## config.mk

```make
export PLATFORM = sky130hd
export DESIGN_NAME = out_port_buffer
export DESIGN_NICKNAME = d
export VERILOG_FILES = /design/src/rtl/out_port_pkg.sv /design/src/rtl/out_port_fifo_mem.sv /design/src/rtl/out_port_buffer.sv
export SDC_FILE = /design/constraint.sdc
export NUM_CORES = 1
export LEC_CHECK = 0
export ABC_AREA = 1
export CAP_MARGIN = 10
export CORE_MARGIN = 2
export CORE_UTILIZATION = 40
export CTS_BUF_LIST = sky130_fd_sc_hd__clkbuf_8
export CTS_CLUSTER_DIAMETER = 150
export DETAILED_ROUTE_END_ITERATION = 8
export SYNTH_ARGS = -nofsm -noshare
export SYNTH_HDL_FRONTEND = slang
export SYNTH_SLANG_ARGS = --single-unit
```

## constraint.sdc

```tcl
create_clock -name clock -period 2.8 [get_ports clock]
set_clock_uncertainty 0.1 [all_clocks]
set_input_delay 0.42 -clock clock [delete_from_list [all_inputs] [get_ports clock]]
set_output_delay 0.42 -clock clock [all_outputs]
set_load 0.01 [all_outputs]
```

## src/rtl/out_port_pkg.sv

```systemverilog
// Shared constants and width helper for the CPU out-port buffer.
package out_port_pkg;

    localparam int unsigned DATA_W    = 32;
    localparam int unsigned DEPTH_DEF = 8;

    // Pointer width for a power-of-two depth; level is one bit wider.
    function automatic int unsigned ptr_w(input int unsigned depth);
        return (depth > 1) ? $clog2(depth) : 1;
    endfunction

endpackage

```

## src/rtl/out_port_fifo_mem.sv

```systemverilog
// FIFO storage array: synchronous write, asynchronous read, no reset.
module out_port_fifo_mem
    import out_port_pkg::*;
#(
    parameter int unsigned DEPTH = DEPTH_DEF,
    parameter int unsigned WIDTH = DATA_W
) (
    input  logic                      clock,
    input  logic                      we,
    input  logic [ptr_w(DEPTH)-1:0]   waddr,
    input  logic [WIDTH-1:0]          wdata,
    input  logic [ptr_w(DEPTH)-1:0]   raddr,
    output logic [WIDTH-1:0]          rdata
);

    logic [WIDTH-1:0] mem [DEPTH];

    always_ff @(posedge clock) begin
        if (we)
            mem[waddr] <= wdata;
    end

    assign rdata = mem[raddr];

endmodule

```

## src/rtl/out_port_buffer.sv

```systemverilog
// CPU out-port FIFO buffer with valid/ready device side and sticky overflow.
// Optional OUT_PORT_MIRROR_EN adds output_data, a copy of the last accepted word.
module out_port_buffer
    import out_port_pkg::*;
#(
    parameter int unsigned DEPTH = DEPTH_DEF
) (
    input  logic                      clock,
    input  logic                      Reset,
    input  logic                      clear,
    input  logic                      OutPortin,
    input  logic [DATA_W-1:0]         BusMuxOut,
    output logic                      out_stall,
    output logic [DATA_W-1:0]         dev_data,
    output logic                      dev_valid,
    input  logic                      dev_ready,
    output logic [ptr_w(DEPTH):0]     level,
    output logic                      overflow
`ifdef OUT_PORT_MIRROR_EN
    ,
    output logic [DATA_W-1:0]         output_data
`endif
);

    localparam int unsigned PW = ptr_w(DEPTH);
    localparam int unsigned LW = PW + 1;
    localparam logic [LW-1:0] FULL_LVL = LW'(DEPTH);

    logic [PW-1:0] wr_ptr;
    logic [PW-1:0] rd_ptr;
    logic [LW-1:0] count;
    logic          ovf_q;
    logic          full;
    logic          empty;
    logic          pop;
    logic          push;
    logic          lost;

    // A pop in the same cycle frees the slot, so a full FIFO still accepts.
    always_comb begin
        full  = (count == FULL_LVL);
        empty = (count == '0);
        pop   = !empty && dev_ready;
        push  = OutPortin && (!full || pop);
        lost  = OutPortin && full && !pop;
    end

    always_ff @(posedge clock or negedge Reset) begin
        if (!Reset) begin
            wr_ptr <= '0;
            rd_ptr <= '0;
            count  <= '0;
            ovf_q  <= 1'b0;
        end else if (clear) begin
            wr_ptr <= '0;
            rd_ptr <= '0;
            count  <= '0;
            ovf_q  <= 1'b0;
        end else begin
            if (push)
                wr_ptr <= wr_ptr + 1'b1;
            if (pop)
                rd_ptr <= rd_ptr + 1'b1;
            if (push && !pop)
                count <= count + 1'b1;
            else if (pop && !push)
                count <= count - 1'b1;
            if (lost)
                ovf_q <= 1'b1;
        end
    end

    out_port_fifo_mem #(
        .DEPTH (DEPTH),
        .WIDTH (DATA_W)
    ) u_mem (
        .clock (clock),
        .we    (push && !clear),
        .waddr (wr_ptr),
        .wdata (BusMuxOut),
        .raddr (rd_ptr),
        .rdata (dev_data)
    );

    assign out_stall = full;
    assign dev_valid = !empty;
    assign level     = count;
    assign overflow  = ovf_q;

`ifdef OUT_PORT_MIRROR_EN
    always_ff @(posedge clock or negedge Reset) begin
        if (!Reset)
            output_data <= '0;
        else if (push && !clear)
            output_data <= BusMuxOut;
    end
`endif

endmodule

```

After elaboration in Yosys (flattened, before gate mapping). Memories as Yosys holds them, arrays and structs flattened. Index checks and enable logic that the tools add are counted.

Register bits: 11. Bits in latches: 0. Bits in writable memories: 256. Memory bits (read-only): 0. Input bits: 37. Output and inout port bits: 39. Memories: 1.

Add/sub/neg operators: 4. Multiply operators: 0. Divide/modulo/power cells: 0. $lt $le $gt $ge: 0. Equality and inequality tests: 1. Shift-type cells: 0. Muxes and demuxes: 11. Bitwise gates (word level): 0. Reductions and logical operators: 18.

Memory list: u_mem.mem (words 8, bits a word 32, read ports 1, clocked after Yosys merged registers in 0, wr ports 1, line out_port_fifo_mem.sv:16) `logic [WIDTH-1:0] mem [DEPTH];`.

Operators by type and width (count): $mux W3 (4); $mux W4 (3); $logic_and A1 B1 Y1 (7); $add A3 B1 Y3 const B (2); $reduce_bool A2 Y1 (3); $logic_not A1 Y1 (5); $add A4 B1 Y4 const B (1); $eq A4 B4 Y1 const B (1); $logic_not A4 Y1 (1); $mux W1 (4); $sub A4 B1 Y4 const B (1); $reduce_bool A3 Y1 (1); $logic_or A1 B1 Y1 (1).

Logic depth before layout (Yosys ltp). Gate-level depths: netlist of the first run.

Depth after elaboration: 10. Mapped depth: 13. Gate-level depth less buffers: 13.

Cells and area by module. Synthesis of the first run repeated with hierarchy kept, for this count alone.

Cells, all modules: 1206. Area total of the unflattened synthesis: 11947.7 µm².

Modules (own cells, without submodules): out_port_fifo_mem (times used 1, cells each 1124, area each 11232.0 µm², sequential area each 7687.4 µm²); out_port_buffer (times used 1, cells each 82, area each 715.7 µm², sequential area each 275.3 µm²).

Worst setup path before layout of the first run. No wires, ideal clock.

Path type: reg2reg. From: register count[3], in the netlist level[3]. To: memory u_mem.mem[0][0] (netlist bit) (enable). Library setup time: 421 ps. Arrival time: 2397 ps. Required time: 2279 ps. Slack: -118 ps. Stages on the path, launching flop included: 8. Path buffers: 0. Cell sequence: dfrtp_1 inv_1 nor2_1 nand3_1 nand2_1 nor2_1 nand2_1 nor2_1.

Word-level cells in the longest chain between the ends: 8. Elaborated cells on any way between the ends: 10. Classes of those cells: eq/ne (1); mux (2); reduce/logical (7).

RTL lines: start, declared (line out_port_buffer.sv:31) `logic [LW-1:0] count;`; start signal, assigned (line out_port_buffer.sv:65) `count <= count + 1'b1;`; start signal, assigned (line out_port_buffer.sv:67) `count <= count - 1'b1;`; $logic_not A4 Y1 (line out_port_buffer.sv:42) `empty = (count == '0);`; $logic_not A1 Y1 (line out_port_buffer.sv:43) `pop = !empty && dev_ready;`; $logic_and A1 B1 Y1 (line out_port_buffer.sv:43); $logic_or A1 B1 Y1 (*) (line out_port_buffer.sv:44) `push = OutPortin && (!full || pop);`; $logic_and A1 B1 Y1 (*) (line out_port_buffer.sv:44); $logic_and A1 B1 Y1 (*) (line out_port_buffer.sv:78) `.we (push && !clear),`; $mux W1 (*) (line out_port_fifo_mem.sv:19) `if (we)`; $mux W1 (not written as such) (*) (line out_port_fifo_mem.sv:20) `mem[waddr] <= wdata;`; end, declared (line out_port_fifo_mem.sv:16).

Every way passes the cells marked *; elsewhere a longest branch is shown, timed or not.

Worst setup path in the final report of the first run.
From: register rd_ptr[0]. To: output port dev_data[20].

Word-level cells in the longest chain between the ends: 1.

RTL lines: start, declared (line out_port_buffer.sv:30) `logic [PW-1:0] rd_ptr;`; start signal, assigned (line out_port_buffer.sv:63) `rd_ptr <= rd_ptr + 1'b1;`; $mem_v2 Z8 W32; end, declared (line out_port_buffer.sv:14) `output logic [DATA_W-1:0] dev_data,`.

No other way between the ends.

==> impl_metrics.json, run 1 <==
{
  "yosysMostFrequentCell": "edfxtp_1",
  "synth_seq_cells": 267,
  "synth-edff-count": 256,
  "ir_worst_vdd_uv": 396,
  "wl_met2_um": 12200,
  "synth_cell_types": 32,
  "postSynthCellCount": 817,
  "n_antenna_cell": 0,
  "max_freq_ghz": 0.369,
  "rsz0062_at_grt": "yes",
  "final_core_util_pct": 50.2,
  "clk_pin_slew_ns": 0.06,
  "drcViolationCount": 4,
  "startpoint_type": "register",
  "p_total_uw": 10600,
  "detailedPlacementHpwl_um": 13300,
  "syn2layout_area_growth_pct": 23.0,
  "drive_above_1_share_pct": 13.4,
  "hold_path.class": "in -> async",
  "hold_viol_final": 0,
  "viasPerCell": 5.07,
  "yosys-top-cells-area": "edfxtp_1, o21ai_0, nor2_1",
  "numCtsBuffers": 46,
  "firstDrtPassIters": 7,
  "die_h_um": 167,
  "clk-insertion-delay-late_ns": 0.54,
  "place_area_um2": 12100,
  "seq_area_frac_synth_pct": 74.6,
  "io_buffer_count": 75,
  "clockBufferDepth": 3,
  "cap_violations": 0,
  "leakage_uw": 0.00463,
  "violations": "DRC",
  "initial_core_util_pct": 40.8,
  "worstSetupPathType": "reg -> out",
  "drv_slew": 0,
  "avgSynthCellArea_um2": 13.1,
  "die_x_um": 167,
  "grt_pass1_vias": 6664,
  "grt_pass1_wl_um": 37200,
  "crit_path_end_kind": "output port",
  "top_layer_used": "met4",
  "outcome": "complete, but fails checks",
  "layout.nets": 978,
  "ys_top_cells_by_count": "edfxtp_1, nor2_1, nand2_1, o21ai_0",
  "drt-initial-drc-count": 507,
  "async_flop_share_pct": 4.12,
  "rows": 59,
  "core_um2": 26100,
  "dr_wl_met3_um": 1080,
  "ant_nets": 0,
  "relSlewSlack_pct": 66.1,
  "cp_data_arrival_time_ns": 2.19,
  "yosysWarningCount": 0,
  "dr_total_vias": 6614,
  "r2r_setup_slack_ns": 0.68,
  "place_congestion": 0.774,
  "tightest_slew_ns": 0.507,
  "power.density_nw_per_um2": 804,
  "totalWireLength_um": 24100,
  "cp_max_fo": 18,
  "grt.total_usage_pct": 17.2,
  "design_area_um2": 13100,
  "yosysTopAreaCellShare_pct": 72.0,
  "antenna_found_initial": 0,
  "reg2reg_depth": 9,
  "fin_crit_sh_pct": 96.7,
  "cts_hold_buf": 0,
  "overflow": 0,
  "rr_endpoint": "u_mem.mem[2][25]$_DFFE_PP_",
  "met1Wirelength_um": 10400,
  "syn_nets": 859,
  "yosys.area.top_type": "edfxtp_1",
  "period_minus_slack_ns": 2.71,
  "post_drt_wl_per_cell_um": 18.5,
  "htree_num_levels": 2,
  "nFillCells": 2259,
  "cts.sinks": 267,
  "pin_count": 76,
  "r2r_start": "level[3]$_DFFE_PN0P_",
  "cts_tree": "built",
  "grt_max_degree": 47,
  "syn-cell-area_um2": 10700,
  "fp.dieArea_um2": 28000,
  "ys.flop_type": "edfxtp_1",
  "cp_data_required_time_ns": 2.28,
  "setup_viol": 0,
  "clock-root-buffer": "clkbuf_8"
}
[flip-flops by register name, indices dropped and copies added (netlist names)]
register / count
level: 4
overflow: 1
rd_ptr: 3
u_mem.mem: 256
wr_ptr: 3
[cells in the final DEF (no fill, tap or decap), drive strengths merged, types with 4 or more instances in the layout]
master	netlist	layout
inv	14	33
buf	17	38
mux2i	32	32
clkinv	1	13
dlygate4sd2	0	15
a21oi	6	6
clkbuf	28	54
o21ai	133	133
nor2	143	143
o22ai	32	32
ha	4	4
nand2	129	129
clkdlybuf4s15	0	13
edfxtp	256	256
clkdlybuf4s50	0	43
dfrtp	11	11
nand3	7	7
[kinds of logic (layout without fill, tap and decap cells)]
logic type	Yosys count	after routing	share of synthesized area, %
AO/OA/AOI/OAI	171	171	8.43
XOR/XNOR	1	1	0.0821
adder cells (fa/ha/maj)	5	5	0.656
buffers and inverters	60	213	2.97
flip-flops	267	267	74.6
multiplexers	32	32	3.00
AND/OR/NAND/NOR	281	281	10.3
[metal layers]
| layer | vias to the layer above | track usage, % |
|---|---|---|
| met2 | 149 | 30.0 |
| met5 | - | 0 |
| met4 | 0 | 5.78 |
| li1 | 3188 | - |
| met1 | 3245 | 21.8 |
| met3 | 32 | 3.03 |
[metrics by stage]
step | TNS, ns | cells | hold WS (ns) | setup slack [ns]
floorplan | -28.63 | 817 | 0.0244 | -0.118
global placement | 0 | 1216 | 0.419 | 0.349
detailed placement | 0 | 1216 | 0.439 | 0.311
CTS | 0 | 1303 | 0.112 | 0.0291
global route | -0.110 | 1305 | 0.156 | -0.0405
finish | 0 | 1305 | 0.124 | 0.0926
[repair_timing]
| item | in CTS | in global routing |
|---|---|---|
| gates resized for setup | 45 | 45 |
| endpoints found under the setup margin | 32 | 25 |
| cloned | 3 | 2 |
| pin swaps | 1 | 0 |
| buffers inserted | 2 | 2 |
| hold endpoints to repair | 0 | 0 |
[power by group]
part | switching, uW | internal, uW | total, uW | leakage [uW]
clock network | 1480 | 1670 | 3150 | 0.000487
logic | 1610 | 1200 | 2810 | 0.00168
registers | 88.1 | 4510 | 4600 | 0.00246
[area by class of cell]
cell class              count  area [um2]  share of cell area [%]
clock buffers              48         661                    5.03
multi-input cells         490        2510                    19.1
repair buffers            116        1340                    10.2
clock inverters            34         165                    1.26
well taps                 335         419                    3.19
inverters                  15        63.8                   0.486
flip-flops and latches    267        7970                    60.7
[worst max-delay path, stage by stage (launching register included)]
cell	delay, ns
dfrtp_4	0.57
buf_12	0.17
clkbuf_16	0.18
nor2_1	0.11
nor2_1	0.04
o21ai_0	0.07
o21ai_1	0.09
nand2_1	0.08
nand2_1	0.07
dlygate4sd2_1	0.28
[worst max-delay path by stage]
stage	startpoint	end	slack, ns	depth (start not counted)
after floorplan	level[3]$_DFFE_PN0P_	u_mem.mem[0][0]$_DFFE_PP_	-0.12	7
after global placement	rd_ptr[0]$_DFFE_PN0P_	dev_data[30]	0.35	8
after detailed placement	dev_ready	u_mem.mem[2][28]$_DFFE_PP_	0.31	9
after CTS	rd_ptr[0]$_DFFE_PN0P_	dev_data[5]	0.03	7
after global routing	rd_ptr[0]$_DFFE_PN0P_	dev_data[4]	-0.04	9
final	rd_ptr[0]$_DFFE_PN0P_	dev_data[20]	0.09	9
No activity file was read; power rests on OpenSTA's default activity.
==> inputs of run 2 (changes only) <==
--- a/config.mk
+++ b/config.mk
@@ -12,6 +12,7 @@
 export CTS_BUF_LIST = sky130_fd_sc_hd__clkbuf_8
 export CTS_CLUSTER_DIAMETER = 150
 export DETAILED_ROUTE_END_ITERATION = 8
+export SKIP_CTS_REPAIR_TIMING = 1
 export SYNTH_ARGS = -nofsm -noshare
 export SYNTH_HDL_FRONTEND = slang
 export SYNTH_SLANG_ARGS = --single-unit
==> run 2 against run 1 <==
The run ends with DRC, setup timing left. Routed wire length hardly changed. Utilization is 0.18 points higher. Die area stayed put. Final area is 0.36% higher. Critical path depth is 1 lower. Largest cell class unchanged. Clock-buffer cell count stayed put.
==> impl_metrics.json, run 2 (same netlist as run 1, synthesis figures left out) <==
{
  "pin_count": 76,
  "layout.nets": 979,
  "numCtsBuffers": 46,
  "max_stage_delay_ns": 0.53,
  "multiInputGateArea_um2": 2470,
  "cts_tree": "built",
  "grt_pass1_vias": 6601,
  "setup_viol": 1,
  "cap_violations": 0,
  "stdcell_count": 1306,
  "core_um2": 26100,
  "detailedPlacementHpwl_um": 13300,
  "n_antenna_cell": 0,
  "totalWireLength_um": 24100,
  "violations": "DRC, setup timing",
  "hold_viol_final": 0,
  "startpoint_type": "register",
  "initial_core_util_pct": 40.8,
  "cp_data_arrival_time_ns": 2.38,
  "syn2layout_area_growth_pct": 23.5,
  "drive_above_1_share_pct": 12.0,
  "power.density_nw_per_um2": 800,
  "die_h_um": 167,
  "fin_crit_sh_pct": 104,
  "worstSetupPathType": "reg -> out",
  "drcViolationCount": 4,
  "seqCellArea_um2": 7970,
  "final_common_cell": "edfxtp_1",
  "tightest_slew_ns": 0.509,
  "cts.sinks": 267,
  "pre_cts_ws_ns": 0.311,
  "place_congestion": 0.774,
  "antenna_found_initial": 0,
  "viasPerCell": 5.06,
  "die_x_um": 167,
  "cp_max_fo": 13,
  "clockBufferDepth": 3,
  "largest_reg_flops": 256,
  "htree_num_levels": 2,
  "timing.final.ws_setup_ns": -0.104,
  "io_buffer_count": 75,
  "overflow": 0,
  "grt.total_usage_pct": 16.7,
  "path_cells": "inv_6 -> buf_12 -> buf_4 -> o21ai_0 -> o21ai_1 -> nand2_1 -> nand2_1 -> clkdlybuf4s50_1",
  "period_minus_slack_ns": 2.90,
  "regMostFlops": "u_mem.mem",
  "timing.critical_path.mode_cell": "nand2_1",
  "drt-initial-drc-count": 500,
  "grt_max_degree": 72,
  "fp.dieArea_um2": 28000,
  "worst_path_max_delay_cell": "dfrtp_4",
  "clk_pin_slew_ns": 0.06,
  "firstDrtPassIters": 7,
  "nFillCells": 2251,
  "clock-root-buffer": "clkbuf_8",
  "rows": 59,
  "layout_common_cells": "edfxtp_1, nor2_1, nand2_1",
  "outcome": "complete, but fails checks",
  "ir_worst_vdd_uv": 413,
  "clk-insertion-delay-late_ns": 0.54,
  "grt_pass1_wl_um": 36300,
  "cp_data_required_time_ns": 2.28,
  "dr_total_vias": 6608,
  "dp.cells": 1216,
  "crit_path_end_kind": "output port",
  "rsz0062_at_grt": "yes",
  "relSlewSlack_pct": 66.0,
  "max_freq_ghz": 0.344,
  "ant_nets": 0,
  "post_drt_wl_per_cell_um": 18.5,
  "hold_path.class": "in -> async",
  "drv_slew": 0,
  "leakage_uw": 0.00487
}
[run 2: changes by cell type in the layout (fill, tap and decap cells not counted), moves of 6 or more]
cell,before,now
clkdlybuf4s15_1,13,0
dlygate4sd2_1,15,0
dlymetal6s2s_1,0,31
nor2_1,126,132
nor2_2,8,2
o21ai_0,96,105
o21ai_1,37,28
[run 2: layer usage]
metal / part of all wire (%) / GRT usage [%] / wire length (um) / vias up
met3: 4.7 / 3.03 / 1130 / 38
li1: - / - / - / 3185
met5: 0 / 0 / 0 / -
met1: 42 / 21.1 / 10100 / 3216
met2: 51 / 28.9 / 12300 / 169
met4: 2.2 / 5.94 / 527 / 0
[run 2: final cells by class]
class	instances	share of cell area, %
Multi-Input combinational cell	490	18.7
Clock inverter	34	1.25
Inverter	15	0.465
Timing Repair Buffer	117	10.9
Clock buffer	48	5.01
Tap cell	335	3.18
Sequential cell	267	60.5
[run 2: report_power, final]
part | leakage [uW] | internal (uW) | switching [uW] | total (uW)
Clock | 0.000487 | 1670 | 1480 | 3150
Combinational | 0.00192 | 1210 | 1590 | 2800
Sequential | 0.00246 | 4510 | 75.1 | 4580
Total | 0.00487 | 7390 | 3150 | 10500
[run 2: critical path: cells and delay by family (launching register included)]
kind	cells	cell delay [ns]
AOI/OAI and AO/OA	2	0.19
buffers and inverters	4	0.96
DFF	1	0.53
and+or+nand+nor	2	0.16
[run 2: path summary, 6_finish.rpt]
kind | depth (start not counted) | to | startpoint | slack (ns)
setup / recovery | 8 | dev_data[12] | rd_ptr[0]$_DFFE_PN0P_ | -0.10
hold / removal | 1 | wr_ptr[0]$_DFFE_PN0P_ | Reset | 0.12
setup reg to reg | 9 | u_mem.mem[2][25]$_DFFE_PP_ | level[3]$_DFFE_PN0P_ | 0.71
hold reg to reg | 2 | overflow$_DFFE_PN0P_ | overflow$_DFFE_PN0P_ | 0.43
max in group asynchronous | 1 | rd_ptr[0]$_DFFE_PN0P_ | Reset | 2.09
min in group clock | 2 | overflow$_DFFE_PN0P_ | overflow$_DFFE_PN0P_ | 0.43
[run 2: through the flow]
stage          util (%)  total power [uW]  hold WS, ns  instance area [um2]  TNS (ns)
4_1_cts            49.4             10400        0.112                12900     -6.12
6_report           50.4             10500        0.120                13200    -0.104
3_3_place_gp       46.2              7250        0.419                12100         0
3_5_place_dp       46.2              7280        0.439                12100         0
2_1_floorplan         -              6250       0.0244                10700    -28.63
5_1_grt            50.4             11100        0.156                13200    -0.292
==> inputs of run 3 (changes only) <==
--- a/config.mk
+++ b/config.mk
@@ -7,11 +7,12 @@
 export LEC_CHECK = 0
 export ABC_AREA = 1
 export CAP_MARGIN = 10
-export CORE_MARGIN = 2
-export CORE_UTILIZATION = 40
+export CORE_UTILIZATION = 55
 export CTS_BUF_LIST = sky130_fd_sc_hd__clkbuf_8
 export CTS_CLUSTER_DIAMETER = 150
 export DETAILED_ROUTE_END_ITERATION = 8
+export HOLD_SLACK_MARGIN = 0.1
+export PLACE_DENSITY = 0.78
 export SKIP_CTS_REPAIR_TIMING = 1
 export SYNTH_ARGS = -nofsm -noshare
 export SYNTH_HDL_FRONTEND = slang
==> run 3 against run 2 <==
The run ends with setup timing left. Combinational power about the same. Global-route usage rose by 5.3 points. Via count increased by 1.2%. Routed wire length down 7.1%. Final area decreased by 2.4%. Sequential power about the same. Sequential share of layout area increased by 1.5 points. Clock power fell by 5%. Die area decreased by 29%.
==> impl_metrics.json, run 3 (same netlist as run 1, synthesis figures left out) <==
{
  "cp_data_arrival_time_ns": 2.47,
  "leakage_uw": 0.00451,
  "timing.final.ws_setup_ns": -0.187,
  "worstSetupPathType": "reg -> out",
  "hold_viol_final": 0,
  "path_buf_inv": 3,
  "clockBufferDepth": 3,
  "crit_path_end_kind": "output port",
  "clock-root-buffer": "clkbuf_8",
  "numCtsBuffers": 43,
  "dr_total_vias": 6690,
  "holdWs_ns": 0.139,
  "pin_count": 76,
  "io_buffer_count": 75,
  "ir_worst_vdd_uv": 516,
  "path_cells": "inv_4 -> clkbuf_16 -> nor2_1 -> o21ai_1 -> nand2_1 -> nand2_1 -> clkdlybuf4s50_1",
  "cp_max_fo": 20,
  "ant_nets": 0,
  "dp.cells": 1128,
  "grt.total_usage_pct": 22.0,
  "grt_pass1_wl_um": 33100,
  "initial_core_util_pct": 56.5,
  "startpoint_type": "register",
  "totalWireLength_um": 22400,
  "drv_slew": 0,
  "tightest_slew_ns": 0.532,
  "power.switching_uw": 3080,
  "post_drt_wl_per_cell_um": 18.5,
  "cts.sinks": 267,
  "largest_reg_flops": 256,
  "design_area_um2": 12900,
  "cp_top_family": "buffers and inverters",
  "relSlewSlack_pct": 64.4,
  "drt-initial-drc-count": 686,
  "core_um2": 18900,
  "n_antenna_cell": 0,
  "max_freq_ghz": 0.335,
  "swShare_pct": 29.6,
  "p_int_uw": 7310,
  "antenna_found_initial": 0,
  "outcome": "complete, but fails checks",
  "rows": 50,
  "overflow": 0,
  "final_common_cell": "edfxtp_1",
  "place_congestion": 0.777,
  "die_x_um": 141,
  "drcViolationCount": 0,
  "fp.dieArea_um2": 20000,
  "period_minus_slack_ns": 2.99,
  "nFillCells": 1319,
  "pwr-share-seq_pct": 44.3,
  "p_clk_share_pct": 28.8,
  "clk-insertion-delay-late_ns": 0.53,
  "layout_common_cells": "edfxtp_1, nor2_1, nand2_1",
  "clk_pin_slew_ns": 0.06,
  "cap_violations": 0,
  "syn2layout_area_growth_pct": 20.4,
  "rsz0062_at_grt": "yes",
  "cts_tree": "built",
  "regMostFlops": "u_mem.mem",
  "grt_max_degree": 58,
  "pre_cts_ws_ns": 0.158,
  "power.density_nw_per_um2": 808,
  "stdcell_count": 1211,
  "cp_data_required_time_ns": 2.28,
  "detailedPlacementHpwl_um": 12000,
  "layout.nets": 963,
  "drive_above_1_share_pct": 10.2,
  "die_h_um": 141,
  "firstDrtPassIters": 7,
  "fin_crit_sh_pct": 107,
  "htree_num_levels": 2,
  "timing.critical_path.mode_cell": "nand2_1",
  "max_stage_delay_ns": 0.58,
  "grt_pass1_vias": 6310,
  "setup_viol": 26,
  "place_area_um2": 11900,
  "violations": "setup timing",
  "viasPerCell": 5.52,
  "hold_path.class": "in -> async",
  "worst_path_max_delay_cell": "dfrtp_4",
  "combPwrFrac_pct": 26.9
}
[run 3: power groups by stage]
stage / clock network, uW / logic [uW] / registers, uW
2_1_floorplan: 0 / 1600 / 4650
3_3_place_gp: 0 / 2470 / 4680
3_5_place_dp: 0 / 2530 / 4680
4_1_cts: 3040 / 2550 / 4600
5_1_grt: 3240 / 3060 / 4610
6_report: 3000 / 2790 / 4600
[run 3: worst paths after layout]
kind,cells after the start,slack (ns),endpoint,startpoint
setup reg to reg,8,0.63,u_mem.mem[2][23]$_DFFE_PP_,level[3]$_DFFE_PN0P_
hold / removal,1,0.14,overflow$_DFFE_PN0P_,Reset
max in group asynchronous,1,2.06,rd_ptr[0]$_DFFE_PN0P_,Reset
min in group clock,2,0.42,overflow$_DFFE_PN0P_,overflow$_DFFE_PN0P_
setup / recovery,7,-0.19,dev_data[11],rd_ptr[0]$_DFFE_PN0P_
hold reg to reg,2,0.42,overflow$_DFFE_PN0P_,overflow$_DFFE_PN0P_
[run 3: worst reg2reg max path, delay by kind of cell (launching register included)]
kind / cells / cell delay [ns]
buf+inv: 2 / 0.33
flops: 1 / 0.42
simple gates: 6 / 0.97
[run 3: final cells by class]
| class | instances | area [um2] | share of cell area [%] |
|---|---|---|---|
| clock buffer | 45 | 619 | 4.82 |
| clock inverter | 30 | 146 | 1.14 |
| inverter | 15 | 58.8 | 0.457 |
| multi-input combinational | 490 | 2450 | 19.1 |
| sequential | 267 | 7970 | 62.0 |
| tap | 260 | 325 | 2.53 |
| timing repair buffer | 104 | 1280 | 9.97 |
[run 3: per-layer routing]
layer  GRT usage, %  vias to the layer above  routed length [um]
met4           6.64                        0                 348
met5              0                        -                   0
met2           38.3                      253               11600
li1               -                     3154                   -
met1           28.1                     3249                9070
met3           4.12                       34                1410
[run 3: per-stage QoR]
step	power (uW)	util, %	setup TNS [ns]
after floorplan	6250	-	-28.63
after global placement	7150	62.9	0
after detailed placement	7210	62.9	0
after CTS	10200	67.0	-5.44
after global routing	10900	68.0	-6.65
final	10400	68.0	-3.89
==> RTL change: new RTL, config.mk and constraints of run 3 <==
The package constant `DATA_W` goes from 32 to 64.
--- a/src/rtl/out_port_pkg.sv
+++ b/src/rtl/out_port_pkg.sv
@@ -3,3 +3,3 @@
 
-    localparam int unsigned DATA_W    = 32;
+    localparam int unsigned DATA_W    = 64;
     localparam int unsigned DEPTH_DEF = 8;
Ports: changed (resized BusMuxOut and dev_data); port bits go from 76 to 140. The function was not compared with the original's and may differ.
==> RTL change against run 3 <==
Design area grew 98%. Power grew 100%. Maximum frequency shrank 0.73%. The flow still finishes with violations (negative setup slack). Wire length grew 120%. Sequential cell count grew 256. Final cell count grew 89%. Area after synthesis grew 93%. Global-route usage grew 1.5 points. Worst setup slack lost 0.022 ns. Critical path type unchanged.
==> RTL change: results (changes against run 3) <==
| Metric | Value |
|---|---|
| First-pass GRT wire length | `68900 um (+110%)` |
| Vias in the first global route | `13000 (+110%)` |
| Slowest-stage cell, CP | `dfrtp_4` |
| Die Wd | `195 um (+38%)` |
| Port bufs | `139 (+85%)` |
| Num CTS Buffers | `83 (+93%)` |
| Vias | `13600 (+100%)` |
| Seq/Total Area, Yosys | `76.2% (+1.6 points)` |
| Number of synthesized flops with an enable pin | `512 (+100%)` |
| Yosys warns | `0 (unchanged)` |
| N_diodes | `0 (unchanged)` |
| Clk buf depth | `3 (unchanged)` |
| Count of different cell masters after synthesis | `23 (-28%)` |
| Hpwl dp | `24200 um (+100%)` |
| Syn Nets | `1609 (+87%)` |
| Skew-Pair Late Insertion Delay | `0.63 ns (+0.10 ns)` |
| Synth area leaders | `edfxtp_1 75%, o21ai_0 5.3%, nor2_1 5.0%` |
| Most frequent cell after synthesis | `edfxtp_1` |
| Placed Area | `22900 sq um (+93%)` |
| Max reg flops | `512 (+100%)` |
| Clk pin slew, worst setup/hold paths | `0.06 ns (about the same)` |
| Layout cells sized above 1 | `18.3% (+8.1 points)` |
| Status | `complete, but fails checks` |
| Reg with most FFs | `u_mem.mem` |
| Routability cong. | `0.795 (+2.4%)` |
| Filler cells | `2316 (+76%)` |
| CP Data Arrival Time | `2.49 ns (+0.02 ns)` |
| Initial drt markers | `1177 (+72%)` |
| H-tree levels | `3 (+1)` |
| Post-synthesis async set-or-reset flop share | `2.10% (-2.0 points)` |
| DRT Pass-1 Iters | `5 (-2)` |
| Crit path max fanout | `10 (-50%)` |
| Clk root buf | `clkbuf_8` |
| Max incr delay on CP | `0.58 ns (about the same)` |
| Worst vdd ir | `530 uV (+2.8%)` |
| Worst slew pin tran | `0.534 ns (+0.00212 ns)` |
| Final WL | `49800 um (+120%)` |
| Pin count of the biggest net entering global routing | `67 (+16%)` |
| Delay-heaviest family, CP | `buffers and inverters` |
| Max-slew violation count | `0 (unchanged)` |
| Static Leak | `8.91 nW (+98%)` |
| Post-synth top cells | `512 x edfxtp_1, 271 x nor2_1, 225 x nand2_1` |
| Worst hold path type | `input pin to flip-flop` |
| Nets | `1843 (+91%)` |
| Pre-CTS setup slack | `0.108 ns (-0.0497 ns)` |
| Failing checks | `negative setup slack` |
| Setup violators final | `41 (+58%)` |
| Initial antenna violation count | `0 (unchanged)` |
| Setup TNS | `-3.67 ns (+0.219 ns)` |
| Final worst slack | `-0.209 ns (-0.0221 ns)` |
| Gr usage total | `23.4% (+1.5 points)` |
==> RTL change: cell types whose count changed in the layout (fill, tap and decap cells not counted), moves of 19 or more <==
cell,delta
buf_12,+19
buf_2,+23
buf_6,+35
clkbuf_8,+41
edfxtp_1,+256
mux2i_1,+30
nand2_1,+79
nor2_1,+94
nor2_4,+21
o21ai_0,+28
o21ai_1,+95
o22ai_1,+32
==> RTL change: layout make-up <==
class | instances | area, sq um | share of cell area (%)
sequential | 523 | 15700 | 61.6
multi-input combinational | 906 | 4700 | 18.5
clock buffer | 86 | 1180 | 4.65
clock inverter | 54 | 277 | 1.09
timing repair buffer | 239 | 2950 | 11.6
timing repair inverter | 1 | 8.76 | 0.0344
inverter | 15 | 68.8 | 0.271
tap | 468 | 586 | 2.30
==> RTL change: worst paths after layout <==
kind	startpoint	to	slack, ns	cells past startpoint
setup / recovery	rd_ptr[0]	dev_data[2]	-0.21	11
hold / removal	clear	overflow	0.42	3
setup reg to reg	level[0]	level[3]	0.49	13
hold reg to reg	overflow	overflow	0.43	2
max in group asynchronous	Reset	rd_ptr[1]	1.60	2
min in group asynchronous	Reset	wr_ptr[0]	0.58	2
==> RTL change: cell families (layout without fill, tap and decap cells) <==
| family | count (synthesis) | count (layout) | synth area share [%] |
|---|---|---|---|
| buffers and inverters | 106 | 395 | 2.59 |
| and+or+nand+nor | 505 | 505 | 9.29 |
| AOI/OAI and AO/OA | 331 | 331 | 8.45 |
| muxes | 64 | 64 | 3.12 |
| DFF | 523 | 523 | 76.2 |
| adders and majority gates | 5 | 5 | 0.341 |
| xor gates and xnor gates | 1 | 1 | 0.0426 |
==> RTL change: worst register-to-register path: cells and delay by family, from the launching register on <==
| kind | cells | cell delay [ns] |
|---|---|---|
| compound gates | 1 | 0.18 |
| fa+ha+maj | 1 | 0.38 |
| flops | 1 | 0.41 |
| simple gates | 11 | 1.13 |
==> RTL change: report_power, final <==
part,leakage (nW),internal (mW),switching [mW]
clock,0.828,3.01,2.86
sequential,4.77,8.81,0.116
combinational,3.32,2.78,3.38
==> RTL change: layer usage <==
| metal | share of wire (%) | routed length [um] | track usage, % |
|---|---|---|---|
| met5 | 0 | 0 | 0 |
| met4 | 2.3 | 1130 | 9.59 |
| met3 | 8.6 | 4300 | 4.46 |
| met2 | 51 | 25200 | 39.2 |
| met1 | 38 | 19200 | 30.4 |
==> RTL change: through the flow <==
stage          instances  hold slack (ns)
2_1_floorplan       1535           0.0244
3_3_place_gp        2101            0.412
4_1_cts             2241           0.0244
6_report            2292            0.415
3_5_place_dp        2101            0.418
5_1_grt             2292            0.385
